`src/rtl/instr_enc_pkg.sv`:
```
// instr_enc_pkg: op_sel codes, MIPS opcodes and loader FSM states shared by the encoder/loader
package instr_enc_pkg;
    typedef enum logic [2:0] {
        OP_RTYPE   = 3'd0,
        OP_ADDI    = 3'd1,
        OP_ANDI    = 3'd2,
        OP_SLTI    = 3'd3,
        OP_LW      = 3'd4,
        OP_SW      = 3'd5,
        OP_BEQ     = 3'd6,
        OP_ILLEGAL = 3'd7
    } opSelE;
    localparam logic [5:0] OPC_RTYPE = 6'b000000;
    localparam logic [5:0] OPC_ADDI  = 6'b001000;
    localparam logic [5:0] OPC_ANDI  = 6'b001100;
    localparam logic [5:0] OPC_SLTI  = 6'b001010;
    localparam logic [5:0] OPC_LW    = 6'b100011;
    localparam logic [5:0] OPC_SW    = 6'b101011;
    localparam logic [5:0] OPC_BEQ   = 6'b000100;
    typedef enum logic [1:0] {
        ST_IDLE,
        ST_LOAD,
        ST_DONE
    } stateE;
endpackage

```
`src/rtl/instr_field_packer.sv`:
```
// instr_field_packer: combinational packing of symbolic fields into a 32-bit MIPS word
module instr_field_packer
    import instr_enc_pkg::*;
(
    input  logic [2:0]  opSel,
    input  logic [4:0]  rs,
    input  logic [4:0]  rt,
    input  logic [4:0]  rd,
    input  logic [5:0]  funct,
    input  logic [15:0] imm,
    output logic [31:0] word,
    output logic        legal
);
    logic [5:0] opcode;
    // select the I-type opcode; op_sel 7 has no encoding and is flagged illegal
    always_comb begin
        opcode = OPC_RTYPE;
        legal  = 1'b1;
        case (opSelE'(opSel))
            OP_ADDI: opcode = OPC_ADDI;
            OP_ANDI: opcode = OPC_ANDI;
            OP_SLTI: opcode = OPC_SLTI;
            OP_LW:   opcode = OPC_LW;
            OP_SW:   opcode = OPC_SW;
            OP_BEQ:  opcode = OPC_BEQ;
            OP_RTYPE: opcode = OPC_RTYPE;
            default: legal = 1'b0;
        endcase
    end
    assign word = (opSel == OP_RTYPE) ? {OPC_RTYPE, rs, rt, rd, 5'b00000, funct}
                                      : {opcode, rs, rt, imm};
endmodule

```
`src/rtl/instr_encoder_loader.sv`:
```
// instr_encoder_loader: accepts instruction fields and writes packed words to consecutive imem slots
module instr_encoder_loader
    import instr_enc_pkg::*;
#(
    parameter int          ADDR_W    = 5,
    parameter logic [31:0] BASE_ADDR = 32'h0000_0000
)
(
    input  logic              clk_i,
    input  logic              rst_i,
    input  logic              start_i,
    input  logic              finish_i,
    input  logic              in_valid_i,
    output logic              in_ready_o,
    input  logic [2:0]        op_sel_i,
    input  logic [4:0]        rs_i,
    input  logic [4:0]        rt_i,
    input  logic [4:0]        rd_i,
    input  logic [5:0]        funct_i,
    input  logic [15:0]       imm_i,
    output logic              we_o,
    output logic [31:0]       waddr_o,
    output logic [31:0]       wdata_o,
    output logic [ADDR_W:0]   word_count_o,
    output logic              done_o,
    output logic              err_o
);
    stateE state, stateNext;
    logic [ADDR_W:0]   acceptCnt, acceptNext;
    logic [ADDR_W-1:0] wordIdx;
    logic [31:0]       packedWord;
    logic              legal, accept, writeNow;

    instr_field_packer packer (
        .opSel (op_sel_i),
        .rs    (rs_i),
        .rt    (rt_i),
        .rd    (rd_i),
        .funct (funct_i),
        .imm   (imm_i),
        .word  (packedWord),
        .legal (legal)
    );

    // the MSB of the accept count marks a full session (count == DEPTH)
    assign in_ready_o = (state == ST_LOAD) && !acceptCnt[ADDR_W];
    assign done_o     = (state == ST_DONE);
    assign accept     = in_valid_i && in_ready_o;
    assign writeNow   = accept && legal;
    assign acceptNext = acceptCnt + (ADDR_W+1)'(accept);

    // next state: start always (re)opens a session; finish or the final accept closes it
    always_comb begin
        stateNext = state;
        case (state)
            ST_IDLE: stateNext = start_i ? ST_LOAD : ST_IDLE;
            ST_LOAD: stateNext = start_i ? ST_LOAD
                               : (finish_i || acceptNext[ADDR_W]) ? ST_DONE : ST_LOAD;
            ST_DONE: stateNext = start_i ? ST_LOAD : ST_DONE;
            default: stateNext = ST_IDLE;
        endcase
    end

    // state, session counters, sticky error and the one-cycle write stage
    always_ff @(posedge clk_i) begin
        if (rst_i) begin
            state        <= ST_IDLE;
            acceptCnt    <= '0;
            wordIdx      <= '0;
            word_count_o <= '0;
            err_o        <= 1'b0;
            we_o         <= 1'b0;
            waddr_o      <= BASE_ADDR;
            wdata_o      <= '0;
        end else begin
            state <= stateNext;
            we_o  <= writeNow;
            if (writeNow) begin
                waddr_o <= BASE_ADDR + 32'({wordIdx, 2'b00});
                wdata_o <= packedWord;
            end
            if (start_i) begin
                acceptCnt    <= '0;
                wordIdx      <= '0;
                word_count_o <= '0;
                err_o        <= 1'b0;
            end else begin
                acceptCnt    <= acceptNext;
                wordIdx      <= wordIdx + ADDR_W'(writeNow);
                word_count_o <= word_count_o + (ADDR_W+1)'(we_o);
                if (accept && !legal)
                    err_o <= 1'b1;
            end
        end
    end
endmodule

```
`config.mk`:
```
export PLATFORM = sky130hd
export DESIGN_NAME = instr_encoder_loader
export DESIGN_NICKNAME = d
export VERILOG_FILES = /design/src/rtl/instr_enc_pkg.sv /design/src/rtl/instr_field_packer.sv /design/src/rtl/instr_encoder_loader.sv
export SDC_FILE = /design/constraint.sdc
export NUM_CORES = 1
export LEC_CHECK = 0
export CAP_MARGIN = 25
export CORE_MARGIN = 5
export CORE_UTILIZATION = 45
export CTS_CLUSTER_SIZE = 20
export DETAILED_ROUTE_END_ITERATION = 6
export PLACE_DENSITY = 0.87
export SLEW_MARGIN = 15
export SYNTH_ARGS = -nofsm -noshare
export SYNTH_HDL_FRONTEND = slang
export SYNTH_SLANG_ARGS = --single-unit
```
`constraint.sdc`:
```
create_clock -name clk_i -period 4.6 [get_ports clk_i]
set_input_delay 1.38 -clock clk_i [delete_from_list [all_inputs] [get_ports clk_i]]
set_output_delay 1.38 -clock clk_i [all_outputs]
set_load 0.005 [all_outputs]
```
==> flow_metrics.env, run 1 <==
export IMPL_vias_per_cell=5.30
export IMPL_ys_seq_area_share_pct=42.9
export IMPL_synthDistinctLibCells=39
export IMPL_met2_usage_pct=28.0
export IMPL_synth_top_flop_cell="dfxtp_1"
export IMPL_min_period_ns=3.61
export IMPL_grt_pass1_wl_um=9810
export IMPL_place_gp_congestion=0.807
export IMPL_gr_usage_met1_pct=19.0
export IMPL_cts_buffers=5
export IMPL_drv_slew=0
export IMPL_clkLatencyLatePin_ns=0.31
export IMPL_clockBufferDepth=2
export IMPL_fin_util_pct=62.6
export IMPL_cts_tree="built"
export IMPL_tightest_slew_ns=0.841
export IMPL_status="complete, no violations"
export IMPL_critPathKind="input pin to flip-flop"
export IMPL_powerDensity_nw_per_um2=281
export IMPL_cp_cell_sequence="clkdlybuf4s50_1 > nand4bb_4 > nor2_1 > ha_1 > ha_1 > nand3_1 > xor2_1 > nor2_1"
export IMPL_layout_commonest_cell="clkdlybuf4s50_1"
export IMPL_cts_max_level=2
export IMPL_worstSetupPathDepth=8
export IMPL_fmax_mhz=277
export IMPL_p_switching_uw=228
export IMPL_critPathSlowestCell="nor2_1"
export IMPL_crit_family="simple AND/OR/NAND/NOR gates"
export IMPL_clkTransAtPathRegs_ns=0.10
export IMPL_fill_cells=492
export IMPL_use_met3_pct=5.13
export IMPL_overflow=0
export IMPL_place_hpwl_um=4730
export IMPL_synth_edff_count=0
export IMPL_cp_max_fo=25
export IMPL_post_cts_buffers=0
export IMPL_first_pass_iters=5
export IMPL_critPathRequiredTime_ns=4.80
export IMPL_routed_via_count=2359
export IMPL_p_int_uw=753
export IMPL_async_reset_ff_share_pct=0
export IMPL_start_util_pct=46.8
export IMPL_start_kind="input pin"
export IMPL_cpPeakStageDelay_ns=0.77
export IMPL_timing_hold_ws_ns=0.484
export IMPL_detail_route_wirelength_um=6430
export IMPL_drive_above_1_share_pct=4.83
export IMPL_hold_buffers=0
export IMPL_antenna_cells=0
export IMPL_finalClockSkew_ns=0.00808
export IMPL_tns_ns=0
export IMPL_rsz0062_at_grt="no"
export IMPL_power_frac_comb_pct=13.9
export IMPL_die_y_um=86.2
export IMPL_p_clk_share_pct=34.2
export IMPL_area_delta_synth_final_pct=33.5
export IMPL_arrival_ns=3.81
export IMPL_wl_per_cell_um=14.4
export IMPL_dieArea_sq_um=7430
export IMPL_cts_sinks=56
export IMPL_ir_drop_mv=0.143
export IMPL_cts_root_buf="clkbuf_8"
export IMPL_swShare_pct=23.3
export IMPL_layout_common_cells="clkdlybuf4s50_1 (90), dfxtp_1 (56), a21oi_1 (39)"
export IMPL_fp_coreArea_sq_um=5570
export IMPL_ys_warnings_count=0
export IMPL_crit_path_end_kind="flip-flop"
export IMPL_drc=0
export IMPL_setup_violations_final=0
export IMPL_synthCells=296
export IMPL_netlist_area_sq_um=2610
export IMPL_ff2ff_path_depth=7
export IMPL_die_w_um=86.2
export IMPL_critPathBufInv=1
export IMPL_rows=27
export IMPL_seq_power_share_pct=51.8
export IMPL_syn_area_per_cell_sq_um=8.82
export IMPL_cts_resized=0
export IMPL_grt_use_total_pct=16.2
export IMPL_grt_pass1_vias=2190
export IMPL_ys_ff_latch=56
export IMPL_io_buffer_count=90
export IMPL_grt_max_degree=40
export IMPL_io_pins=119
export IMPL_final_hold_violation_count=0
export IMPL_finalCritPeriodShare_pct=78.4
export IMPL_maxCapViolCount=0
export IMPL_p_leak_uw=0.00126
export IMPL_grt_busiest_layer="met2"
export IMPL_drt_initial_drc_count=169
export IMPL_worst_hold_path_type="flip-flop to flip-flop"
export IMPL_nets=423
export IMPL_antenna_found_initial=0
export IMPL_ant_nets=0
export IMPL_holdPathStages=2
export IMPL_maxSlewHeadroom_pct=43.7
export IMPL_power_uw=981
worst reg2reg max path: cells and delay by family (launching register included):
| kind | cells | cell delay, ns |
|---|---|---|
| simple gates | 4 | 1.31 |
| fa+ha+maj | 2 | 0.50 |
| flops | 1 | 0.50 |
| xor+xnor | 1 | 0.14 |
per-layer routing:
metal  share of wire (%)  wire [um]
met1                  40       2600
met2                  48       3090
met3                  10        641
met4                 1.5         97
met5                   0          0
cells by family (layout without fill, tap and decap cells):
| logic type | count (synthesis) | count (layout) | synth area share [%] |
|---|---|---|---|
| adder cells (fa/ha/maj) | 6 | 6 | 2.87 |
| flip-flops | 56 | 56 | 42.9 |
| multiplexers | 1 | 1 | 0.383 |
| other | 1 | 28 | 0.144 |
| AND/OR/NAND/NOR | 91 | 91 | 18.5 |
| XOR/XNOR | 10 | 10 | 3.35 |
| AO/OA/AOI/OAI | 79 | 79 | 17.8 |
| buffers and inverters | 52 | 102 | 14.0 |
registers in the layout, indices dropped and copies added, names as in the netlist:
| register | cells |
|---|---|
| we_o | 1 |
| acceptCnt | 6 |
| waddr_o | 5 |
| wdata_o | 30 |
| state | 2 |
| word_count_o | 6 |
| err_o | 1 |
| wordIdx | 5 |
synthesized netlist by cell type, types with 6 or more instances:
cell type  number  area, sq um
and2_1          6         37.5
nand2_1        25         93.8
buf_4          30          225
buf_6           6         67.6
dfxtp_1        56         1120
nand3_1        23          115
a21oi_1        39          195
o21ai_0        24          120
clkbuf_1        7         26.3
nand4_1         7         43.8
ha_1            6         75.1
buf_2           6         30.0
nor2_1         12         45.0
a311oi_1        9         78.8
power by group through the flow:
| stage | clock [uW] | combinational, uW | sequential, uW |
|---|---|---|---|
| 3_5_place_dp | 0 | 136 | 519 |
| 6_report | 336 | 137 | 508 |
| 3_3_place_gp | 0 | 134 | 519 |
| 4_1_cts | 342 | 137 | 508 |
| 2_1_floorplan | 0 | 79.7 | 519 |
| 5_1_grt | 361 | 149 | 510 |
worst paths after layout:
kind              slack [ns]                        to                startpoint
setup / recovery        0.99     wordIdx[4]$_SDFF_PP0_                in_valid_i
hold / removal          0.48  wdata_o[10]$_SDFFE_PP0N_  wdata_o[10]$_SDFFE_PP0N_
setup reg to reg        2.05     wordIdx[4]$_SDFF_PP0_       state[0]$_SDFF_PP0_
hold reg to reg         0.48  wdata_o[10]$_SDFFE_PP0N_  wdata_o[10]$_SDFFE_PP0N_
stage by stage:
| stage | setup WS [ns] | cell area, sq um | cells |
|---|---|---|---|
| final | 0.994 | 3490 | 445 |
| after global routing | 0.788 | 3490 | 445 |
| after CTS | 0.993 | 3490 | 445 |
| after detailed placement | 0.670 | 3370 | 437 |
| after global placement | 0.748 | 3370 | 437 |
| after floorplan | 1.79 | 2710 | 323 |
final cells by class:
class	instances	area (sq um)	area share (%)
inverters	2	12.5	0.359
clock inverters	2	38.8	1.11
flip-flops and latches	56	1120	32.1
multi-input cells	215	1230	35.2
repair buffers	92	916	26.3
clock buffers	6	82.6	2.37
well taps	72	90.1	2.58
No activity file was read; power rests on OpenSTA's default activity.
==> run 2: changes to the inputs <==
--- a/config.mk
+++ b/config.mk
@@ -7,10 +7,10 @@
 export LEC_CHECK = 0
 export CAP_MARGIN = 25
 export CORE_MARGIN = 5
-export CORE_UTILIZATION = 45
+export CORE_UTILIZATION = 37
 export CTS_CLUSTER_SIZE = 20
 export DETAILED_ROUTE_END_ITERATION = 6
-export PLACE_DENSITY = 0.87
+export PLACE_DENSITY = 0.77
 export SLEW_MARGIN = 15
 export SYNTH_ARGS = -nofsm -noshare
 export SYNTH_HDL_FRONTEND = slang
==> constraint.sdc (replaced) <==
create_clock -name clk_i -period 2.98 [get_ports clk_i]
set_input_delay 0.894 -clock clk_i [delete_from_list [all_inputs] [get_ports clk_i]]
set_output_delay 0.894 -clock clk_i [all_outputs]
set_load 0.005 [all_outputs]
==> flow_metrics.env, run 2 (same netlist as run 1, synthesis figures left out) <==
export IMPL_top_regs="wdata_o x30, acceptCnt x6, word_count_o x6"
export IMPL_layout_commonest_cell="clkdlybuf4s50_1"
export IMPL_fp_coreArea_sq_um=6830
export IMPL_tightest_slew_ns=0.575
export IMPL_routed_via_count=2319
export IMPL_die_y_um=94.0
export IMPL_finalClockSkew_ns=0.00532
export IMPL_setup_slack_ns=0.521
export IMPL_status="complete, no violations"
export IMPL_clockBufferDepth=2
export IMPL_cts_resized=0
export IMPL_cp_max_fo=7
export IMPL_clkTransAtPathRegs_ns=0.10
export IMPL_maxCapViolCount=0
export IMPL_drc=0
export IMPL_cts_tree="built"
export IMPL_powerDensity_nw_per_um2=400
export IMPL_grt_max_degree=39
export IMPL_antenna_cells=0
export IMPL_layout_common_cells="clkdlybuf4s50_1 (90), dfxtp_1 (56), a21oi_1 (39)"
export IMPL_hold_buffers=0
export IMPL_setup_violations_final=0
export IMPL_first_pass_iters=4
export IMPL_clkLatencyLatePin_ns=0.30
export IMPL_place_area_sq_um=3450
export IMPL_fill_cells=663
export IMPL_p_leak_uw=0.00128
export IMPL_die_w_um=94.0
export IMPL_cts_max_level=2
export IMPL_antenna_found_initial=0
export IMPL_post_cts_buffers=0
export IMPL_nets=430
export IMPL_start_util_pct=38.2
export IMPL_worst_hold_path_type="flip-flop to flip-flop"
export IMPL_rows=30
export IMPL_fmax_mhz=407
export IMPL_ant_nets=0
export IMPL_fin_area_sq_um=3540
export IMPL_start_kind="flip-flop"
export IMPL_fin_util_pct=51.8
export IMPL_ir_drop_mv=0.182
export IMPL_crit_path_end_kind="output pin"
export IMPL_cts_sinks=56
export IMPL_critPathRequiredTime_ns=2.09
export IMPL_dieArea_sq_um=8840
export IMPL_place_gp_congestion=0.740
export IMPL_final_hold_violation_count=0
export IMPL_min_period_ns=2.46
export IMPL_regMostFlops="wdata_o"
export IMPL_area_delta_synth_final_pct=35.4
export IMPL_tns_ns=0
export IMPL_vias_per_cell=4.87
export IMPL_drt_initial_drc_count=94
export IMPL_drv_slew=0
export IMPL_rsz0062_at_grt="no"
export IMPL_finalCritPeriodShare_pct=82.5
export IMPL_wl_per_cell_um=13.8
export IMPL_arrival_ns=1.57
export IMPL_overflow=0
export IMPL_dpl_worst_slack_ns=0.312
export IMPL_maxSlewHeadroom_pct=61.7
export IMPL_io_pins=119
export IMPL_cts_buffers=5
export IMPL_io_buffer_count=90
export IMPL_place_hpwl_um=4790
export IMPL_largest_reg_flops=30
export IMPL_detail_route_wirelength_um=6580
export IMPL_grt_pass1_vias=2144
export IMPL_grt_pass1_wl_um=10200
export IMPL_drive_above_1_share_pct=6.58
export IMPL_grt_use_total_pct=14.5
export IMPL_cts_root_buf="clkbuf_8"
export IMPL_critPathKind="flip-flop to output pin"
run 2: final timing paths:
path	depth (start not counted)	startpoint	endpoint	slack, ns
setup reg to reg	6	acceptCnt[5]$_SDFF_PP0_	state[1]$_SDFF_PP0_	1.22
hold / removal	2	wordIdx[0]$_SDFF_PP0_	waddr_o[2]$_SDFFE_PP0N_	0.47
hold reg to reg	2	wordIdx[0]$_SDFF_PP0_	waddr_o[2]$_SDFFE_PP0N_	0.47
setup / recovery	2	state[0]$_SDFF_PP0_	in_ready_o	0.52
run 2: stage by stage:
step           hold WS, ns  std cells  total power [uW]
3_5_place_dp         0.459        468              1020
5_1_grt              0.488        476              1490
2_1_floorplan        0.448        323               925
6_report             0.473        476              1410
4_1_cts              0.477        476              1430
3_3_place_gp         0.448        468              1020
run 2: final cells by class:
class                   count  area, sq um  share of cell area, %
multi-input cells         215         1230                   34.7
flip-flops and latches     56         1120                   31.7
well taps                  96          120                   3.40
clock buffers               5         68.8                   1.95
repair buffers             99          968                   27.4
inverters                   2         12.5                  0.354
clock inverters             3         18.8                  0.531
run 2: metal layers:
layer | global-route usage [%] | up-vias | share of wire, %
met5 | 0 | - | 0
met4 | 3.13 | 0 | 0.59
met3 | 4.97 | 4 | 7.9
met2 | 24.5 | 78 | 50
met1 | 17.7 | 1086 | 42
li1 | - | 1151 | -
run 2: power breakdown:
group          switching, uW  total (uW)  internal, uW  leakage, uW
Clock                    246         411           165    0.0000479
Sequential              13.9         785           771     0.000454
Combinational           98.2         220           121     0.000779
run 2: worst max-delay path, stage by stage, from the launching register on:
cell	delay, ns
dfxtp_1	0.50
nor3b_1	0.23
clkdlybuf4s50_1	0.53
